File: config.mk
export PLATFORM = sky130hd
export DESIGN_NAME = pipe_sequencer
export DESIGN_NICKNAME = d
export VERILOG_FILES = /design/src/rtl/pipe_sequencer.sv
export SDC_FILE = /design/constraint.sdc
export NUM_CORES = 1
export LEC_CHECK = 0
export ABC_AREA = 0
export CAP_MARGIN = 20
export CORE_MARGIN = 5
export CORE_UTILIZATION = 29
export DETAILED_ROUTE_END_ITERATION = 12
export PLACE_DENSITY = 0.78
export REMOVE_ABC_BUFFERS = 1
export SETUP_SLACK_MARGIN = 0.4
export SLEW_MARGIN = 10
export SYNTH_ARGS = -nofsm -noshare
export SYNTH_HDL_FRONTEND = slang
export SYNTH_SLANG_ARGS = --single-unit
export TNS_END_PERCENT = 5
File: constraint.sdc
create_clock -name clk -period 1.6 [get_ports clk]
set_input_delay 0.24 -clock clk [delete_from_list [all_inputs] [get_ports clk]]
set_output_delay 0.24 -clock clk [all_outputs]
set_load 0.1 [all_outputs]
File: src/rtl/pipe_sequencer.sv
`default_nettype none
// ============================================================================
// Module   : pipe_sequencer
// Purpose  : Per-stage stall/flush control plus exception entry/return
//            sequencing (RUN -> DRAIN -> RUN). Optional performance counters
//            are enabled by defining PIPE_SEQ_PERF_CNT_EN.
// Revision : 1.0 - initial release
// ============================================================================
module pipe_sequencer #(
    parameter logic [29:0] EXP_VECTOR = 30'h0
) (
    input  logic        clk,
    input  logic        reset,
    input  logic        if_busy,
    input  logic        mem_busy,
    input  logic        ld_hazard,
    input  logic        mem_en,
    input  logic [29:0] mem_pc,
    input  logic [2:0]  mem_exp_code,
    input  logic [1:0]  mem_ctrl_op,
    input  logic        irq,
    input  logic        int_en,
    input  logic [29:0] epc_in,
    output logic        if_stall,
    output logic        id_stall,
    output logic        ex_stall,
    output logic        mem_stall,
    output logic        if_flush,
    output logic        id_flush,
    output logic        ex_flush,
    output logic        mem_flush,
    output logic [29:0] new_pc,
    output logic        epc_we,
    output logic [29:0] epc_out,
    output logic [2:0]  exp_cause,
    output logic        exp_pulse,
    output logic        exrt_pulse,
    output logic [31:0] stall_cnt,
    output logic [31:0] flush_cnt
);

    typedef enum logic [0:0] {
        RUN   = 1'b0,
        DRAIN = 1'b1
    } state_t;

    localparam logic [1:0] c_OP_EXRT = 2'd2;

    state_t      state_q, state_d;
    logic [2:0]  exp_cause_q, exp_cause_d;
    logic [29:0] new_pc_q, new_pc_d;
    logic [3:0]  stall_v, flush_v;

    logic take_exp, take_int, take_rt;
    assign take_exp = mem_en && (mem_exp_code != 3'd0);
    assign take_int = mem_en && irq && int_en;
    assign take_rt  = mem_en && (mem_ctrl_op == c_OP_EXRT);

    always_comb begin
        state_d     = state_q;
        exp_cause_d = exp_cause_q;
        new_pc_d    = new_pc_q;
        stall_v     = 4'b0000;
        flush_v     = 4'b0000;
        new_pc      = 30'h0;
        epc_we      = 1'b0;
        epc_out     = 30'h0;
        exp_pulse   = 1'b0;
        exrt_pulse  = 1'b0;
        // Outputs are forced quiet while reset is held, independent of inputs.
        if (reset) begin
            unique case (state_q)
                RUN: begin
                    if (!mem_busy && (take_exp || take_int)) begin
                        flush_v     = 4'b1111;
                        new_pc      = EXP_VECTOR;
                        new_pc_d    = EXP_VECTOR;
                        epc_we      = 1'b1;
                        epc_out     = mem_pc;
                        exp_pulse   = 1'b1;
                        exp_cause_d = take_exp ? mem_exp_code : 3'd1;
                        state_d     = DRAIN;
                    end else if (!mem_busy && take_rt) begin
                        flush_v    = 4'b1111;
                        new_pc     = epc_in;
                        new_pc_d   = epc_in;
                        exrt_pulse = 1'b1;
                        state_d    = DRAIN;
                    end else if (if_busy || mem_busy) begin
                        stall_v = 4'b1111;
                    end else if (ld_hazard) begin
                        stall_v = 4'b1000;
                        flush_v = 4'b0100;
                    end
                end
                DRAIN: begin
                    flush_v = 4'b1111;
                    new_pc  = new_pc_q;
                    state_d = RUN;
                end
                default: state_d = RUN;
            endcase
        end
    end

    assign {if_stall, id_stall, ex_stall, mem_stall} = stall_v;
    assign {if_flush, id_flush, ex_flush, mem_flush} = flush_v;
    assign exp_cause = exp_cause_q;

    always_ff @(posedge clk or negedge reset) begin
        if (!reset) begin
            state_q     <= RUN;
            exp_cause_q <= 3'd0;
            new_pc_q    <= 30'h0;
        end else begin
            state_q     <= state_d;
            exp_cause_q <= exp_cause_d;
            new_pc_q    <= new_pc_d;
        end
    end

`ifdef PIPE_SEQ_PERF_CNT_EN
    logic [31:0] stall_cnt_q, flush_cnt_q;

    always_ff @(posedge clk or negedge reset) begin
        if (!reset) begin
            stall_cnt_q <= 32'h0;
            flush_cnt_q <= 32'h0;
        end else begin
            if (|stall_v) stall_cnt_q <= stall_cnt_q + 32'd1;
            if (|flush_v) flush_cnt_q <= flush_cnt_q + 32'd1;
        end
    end

    assign stall_cnt = stall_cnt_q;
    assign flush_cnt = flush_cnt_q;
`else
    assign stall_cnt = 32'h0;
    assign flush_cnt = 32'h0;
`endif

endmodule
`default_nettype wire

=== Yosys cells after proc, flatten, opt, wreduce, memory -nomap -nowiden ===
Cells that the tools add are included.

* Word-level logic and storage cells: 49
* Output and inout bits: 138
* Register bits after elaboration: 34
* Input port bits: 73

* Eq/ne operators: 1
* Bitwise gates (word level): 1
* Reduce and logical (&&, ||, !) cells: 13
* Multiplexer cells: 31

{| class="wikitable"
|+ Operators by type and width
! cell !! number
|-
| two-way mux 30 bit || 8
|-
| one-hot mux 30 bit (2 select lines) || 1
|-
| two-way mux 4 bit || 9
|-
| two-way mux 3 bit || 3
|-
| two-way mux 1 bit || 8
|-
| one-hot mux 4 bit (2 select lines) || 1
|-
| logical AND 1 bit || 6
|-
| AND reduction 3 bit || 2
|-
| nonzero test 3 bit || 1
|-
| == test 2 bit, second input constant || 1
|-
| logical OR 1 bit || 2
|-
| one-hot mux 1 bit (2 select lines) || 1
|-
| nonzero test 2 bit || 1
|-
| zero test 1 bit || 1
|-
| inverter 1 bit || 1
|}

=== Longest topological paths before layout ===
* Word-level depth: 7
* Depth in mapped cells: 5
* Gate-level depth less buffers: 3

=== Worst setup path before layout ===
Ideal clock, no wire load.

* Kind: input-to-output
* From: input int_en
* To: output if_stall
* Path slack: -1,521 ps
* Required time: 1,360 ps
* Buffers on the path: 0
* Data arrival time: 2,881 ps
* Stages: 3
* Cell sequence: a2111oi_4 > a21oi_1 > nor3_1

* Word-level cells in the longest chain between the ends: 6

{| class="wikitable"
|+ RTL lines
! item !! line !! source
|-
| start, declared || 22 || <nowiki>input logic int_en,</nowiki>
|-
| logical AND 1 bit || 56 || <nowiki>assign take_int = mem_en && irq && int_en;</nowiki>
|-
| logical OR 1 bit || 74 || <nowiki>if (!mem_busy && (take_exp || take_int)) begin</nowiki>
|-
| logical AND 1 bit || 74 ||
|-
| two-way mux 4 bit || 74 ||
|-
| two-way mux 4 bit || 72 || <nowiki>unique case (state_q)</nowiki>
|-
| two-way mux 4 bit || 71 || <nowiki>if (reset) begin</nowiki>
|-
| end, declared || 24 || <nowiki>output logic if_stall,</nowiki>
|}

No other way between the ends.

=== Worst setup path in the final report ===
* From: input mem_ctrl_op[0]
* To: output new_pc[26]

* Word-level cells in the longest chain between the ends: 7

{| class="wikitable"
|+ RTL lines
! item !! line !! source
|-
| start, declared || 20 || <nowiki>input logic [1:0] mem_ctrl_op,</nowiki>
|-
| == test 2 bit || 57 || <nowiki>assign take_rt = mem_en && (mem_ctrl_op == c_OP_EXRT);</nowiki>
|-
| logical AND 1 bit || 57 ||
|-
| logical AND 1 bit || 83 || <nowiki>end else if (!mem_busy && take_rt) begin</nowiki>
|-
| two-way mux 30 bit || 83 ||
|-
| two-way mux 30 bit || 74 ||
|-
| one-hot mux 30 bit (2 select lines) || 72 ||
|-
| two-way mux 30 bit || 71 ||
|-
| end, declared || 32 || <nowiki>output logic [29:0] new_pc,</nowiki>
|}

No other way between the ends.

==> metrics.md <==
| Metric | Value |
|---|---|
| Total wire length | 8760 um |
| Detailed-route wire length per cell | 17.0 um |
| Crit path buffers/inverters | 4 |
| CP peak stage delay | 0.48 ns |
| Worst vdd ir | 420 uV |
| Vias in the first global route | 2363 |
| Largest net degree at the start of global routing | 34 |
| Top cell type by total area after synthesis | dfrtp_1 |
| Global-route wire length before repair | 12500 um |
| Non-Filler Instances | 515 |
| Die ar. | 10200 um^2 |
| Grt total ovfl | 0 |
| Area Overhead vs Synth | 112% |
| CP top delay family | buffers and inverters |
| Chip width | 101 um |
| Number of synthesized flops with an enable pin | 0 |
| CP max-delay cell | clkdlybuf4s50_1 |
| Seq/Total Area, Yosys | 0.355 |
| Min cycle time layout | 2.07 ns |
| Root buffer cell | clkbuf_8 |
| Worst EP required | 1.36 ns |
| Routability cong. | 0.752 |
| Largest cells by area after synthesis | dfrtp_1, buf_4, a22o_1 |
| Dpl cell area | 4610 um^2 |
| Ratio of total power to cell area | 655 nW/um^2 |
| Critical Path Start Type | input port |
| RSZ-0062 raised after global routing | true |
| Worst-Skew Late Latency | 0.28 ns |
| Final period utilization | 1.30 |
| PnR worst setup slack | -0.474 ns |
| CTS H-tree depth | 2 |
| Layout cells sized above 1 | 0.407 |
| Die Ht | 101 um |
| Share of the synthesized area in the top cell type | 0.355 |
| Worst hold slack | 0.154 ns |
| Multi-input gate area | 1400 um^2 |
| DRT Pass-1 Iters | 4 |
| Violated checks | setup timing |
| Setup Skew | 0.00584 ns |
| Cell row count | 33 |
| IO Port Bufs | 146 |
| Final instance area | 5080 um^2 |
| Crit path kind | in2out |
| Final Hold Vio Count | 0 |
| Final setup violation count | 89 |
| Reg-to-reg slack, setup | -0.10 ns |
| R2r worst-path depth | 7 |
| Seq cells post-synth | 34 |
| Status | finished, violations left |
| Most frequent cells after synthesis | buf_4, a22o_1, dfrtp_1, and2_1, clkbuf_1 |
| Worst hold path class | in2async |
| DRT iter0 DRCs | 91 |
| Final core utilization | 0.625 |
| MaxCap Viol Count | 0 |
| Mapped cell area | 2400 um^2 |
| Antenna violations before repair | 0 |
| CTS Buffer Depth | 2 |
| Post-route DRC | 0 |
| Mean Syn Cell Area | 9.95 um^2 |
| Main synth FF type | dfrtp_1 |
| Diodes inserted | 0 |
| Routed Antenna Nets | 0 |
| Post-synthesis cell count | 241 |
| Filler Cell Count | 610 |
| Vias | 2308 |
| FF-to-FF Start | state_q |
| Final setup TNS | -27.24 ns |
| Post-synth ARST share | 1.00 |
| Max FO, Critical Path | 4 |
| Initial core utilization | 0.295 |
| Crit end category | primary output |
| Maximum clock frequency | 482 MHz |
| CP dominant cell by count | buf_12 |
| CTS tree | done |
| Clk sinks | 34 |
| Register Area | 851 um^2 |
| Post-DP HPWL | 6640 um |
| # IOs | 211 |
| Core area | 8130 um^2 |
| Synth cell types | 26 |
| Yosys Warn Count | 0 |
| Slew Limit Fails | 0 |
| Most common cell in the synthesized netlist | buf_4 |
| CP arrival | 1.83 ns |
| LEAKAGE | 2.34 nW |
| R2r endpoint | new_pc_q[18] |
| Post-layout net count | 482 |
| Gr usage total | 0.156 |
| Via density | 4.48 |
| Cell Chain, Critical Path | clkdlybuf4s50_1 -> nand2b_1 -> and3b_2 -> buf_12 -> buf_16 -> a22o_4 -> buf_12 |
| Num CTS Buffers | 5 |
| Dpl cells | 499 |
| Clock transition at path regs | 0.07 ns |
-- power by group --
part | leakage [nW] | internal [mW] | switching, mW
sequential | 0.467 | 0.890 | 0.0282
combinational | 1.83 | 0.477 | 1.29
clock | 0.0482 | 0.347 | 0.300
total | 2.34 | 1.71 | 1.62
-- worst min-delay path: cells and delay by family --
family	cells	cell delay, ns
buffers and inverters	3	0.61
-- layer usage --
layer,vias to the layer above,track usage,wire length [um]
met5,-,0,0
met4,0,0.0409,94
met3,6,0.0457,718
met2,107,0.282,4860
met1,1131,0.180,3090
li1,1064,-,-
-- timing repair --
item | CTS | global route
endpoints found under the setup margin | 105 | 105
hold endpoints to repair | 2 | 0
gates resized for setup | 43 | 21
cloned | 2 | 0
setup buffers | 5 | 0
pin swaps | 39 | 30
hold buffers | 1 | 0
-- sequential cells by signal, summed over array words and instances (netlist names) --
signal,count
state_q,1
exp_cause,3
new_pc_q,30
-- layout by cell type (no fill, tap or decap), drive strengths merged --
cell type and n:
clkdlybuf4s50 64, and3b 1, a211o 1, dlygate4sd2 6
bufbuf 1, clkdlybuf4s15 1, conb 64, a21oi 1
a22o 60, nor2 1, o21ai 3, nand3 3
clkinv 1, dfrtp 34, o2111ai 1, nand4bb 1
buf 110, nor3 3, a2111oi 1, o31ai 1
clkbuf 7, o21a 2, a41oi 1, and2 31
nor3b 1, o31a 1, inv 4, dlygate4sd3 1
and4bb 1, nand2b 3
-- layout make-up --
| type | instances | area share |
|---|---|---|
| clock inverters | 1 | 0.000984 |
| repair buffers | 183 | 0.511 |
| well taps | 105 | 0.0258 |
| inverters | 4 | 0.00295 |
| clock buffers | 7 | 0.0170 |
| flip-flops and latches | 34 | 0.167 |
| multi-input cells | 181 | 0.275 |
-- cells by family after synthesis --
logic type	Yosys count	share of synthesized area
buffers and inverters	89	0.259
other	1	0.00156
DFF	34	0.355
AOI/OAI and AO/OA	72	0.263
and+or+nand+nor	45	0.122
-- worst max-delay path by stage --
stage / from / end / slack (ns) / cells past startpoint
6_report: mem_ctrl_op[0] / new_pc[26] / -0.47 / 7
5_1_grt: state_q / new_pc[3] / -0.56 / 5
4_1_cts: state_q / new_pc[26] / -0.47 / 6
3_5_place_dp: int_en / new_pc[26] / -0.65 / 6
3_3_place_gp: int_en / new_pc[29] / -0.61 / 6
2_1_floorplan: state_q / epc_out[0] / -3.12 / 3
-- through the flow --
stage / total power, mW / setup slack [ns]
after floorplan: 2.08 / -3.12
after global placement: 2.64 / -0.612
after CTS: 3.33 / -0.473
after global routing: 3.44 / -0.557
after detailed placement: 2.65 / -0.652
final: 3.33 / -0.474
Note: power is estimated with default switching activity, not from simulation.
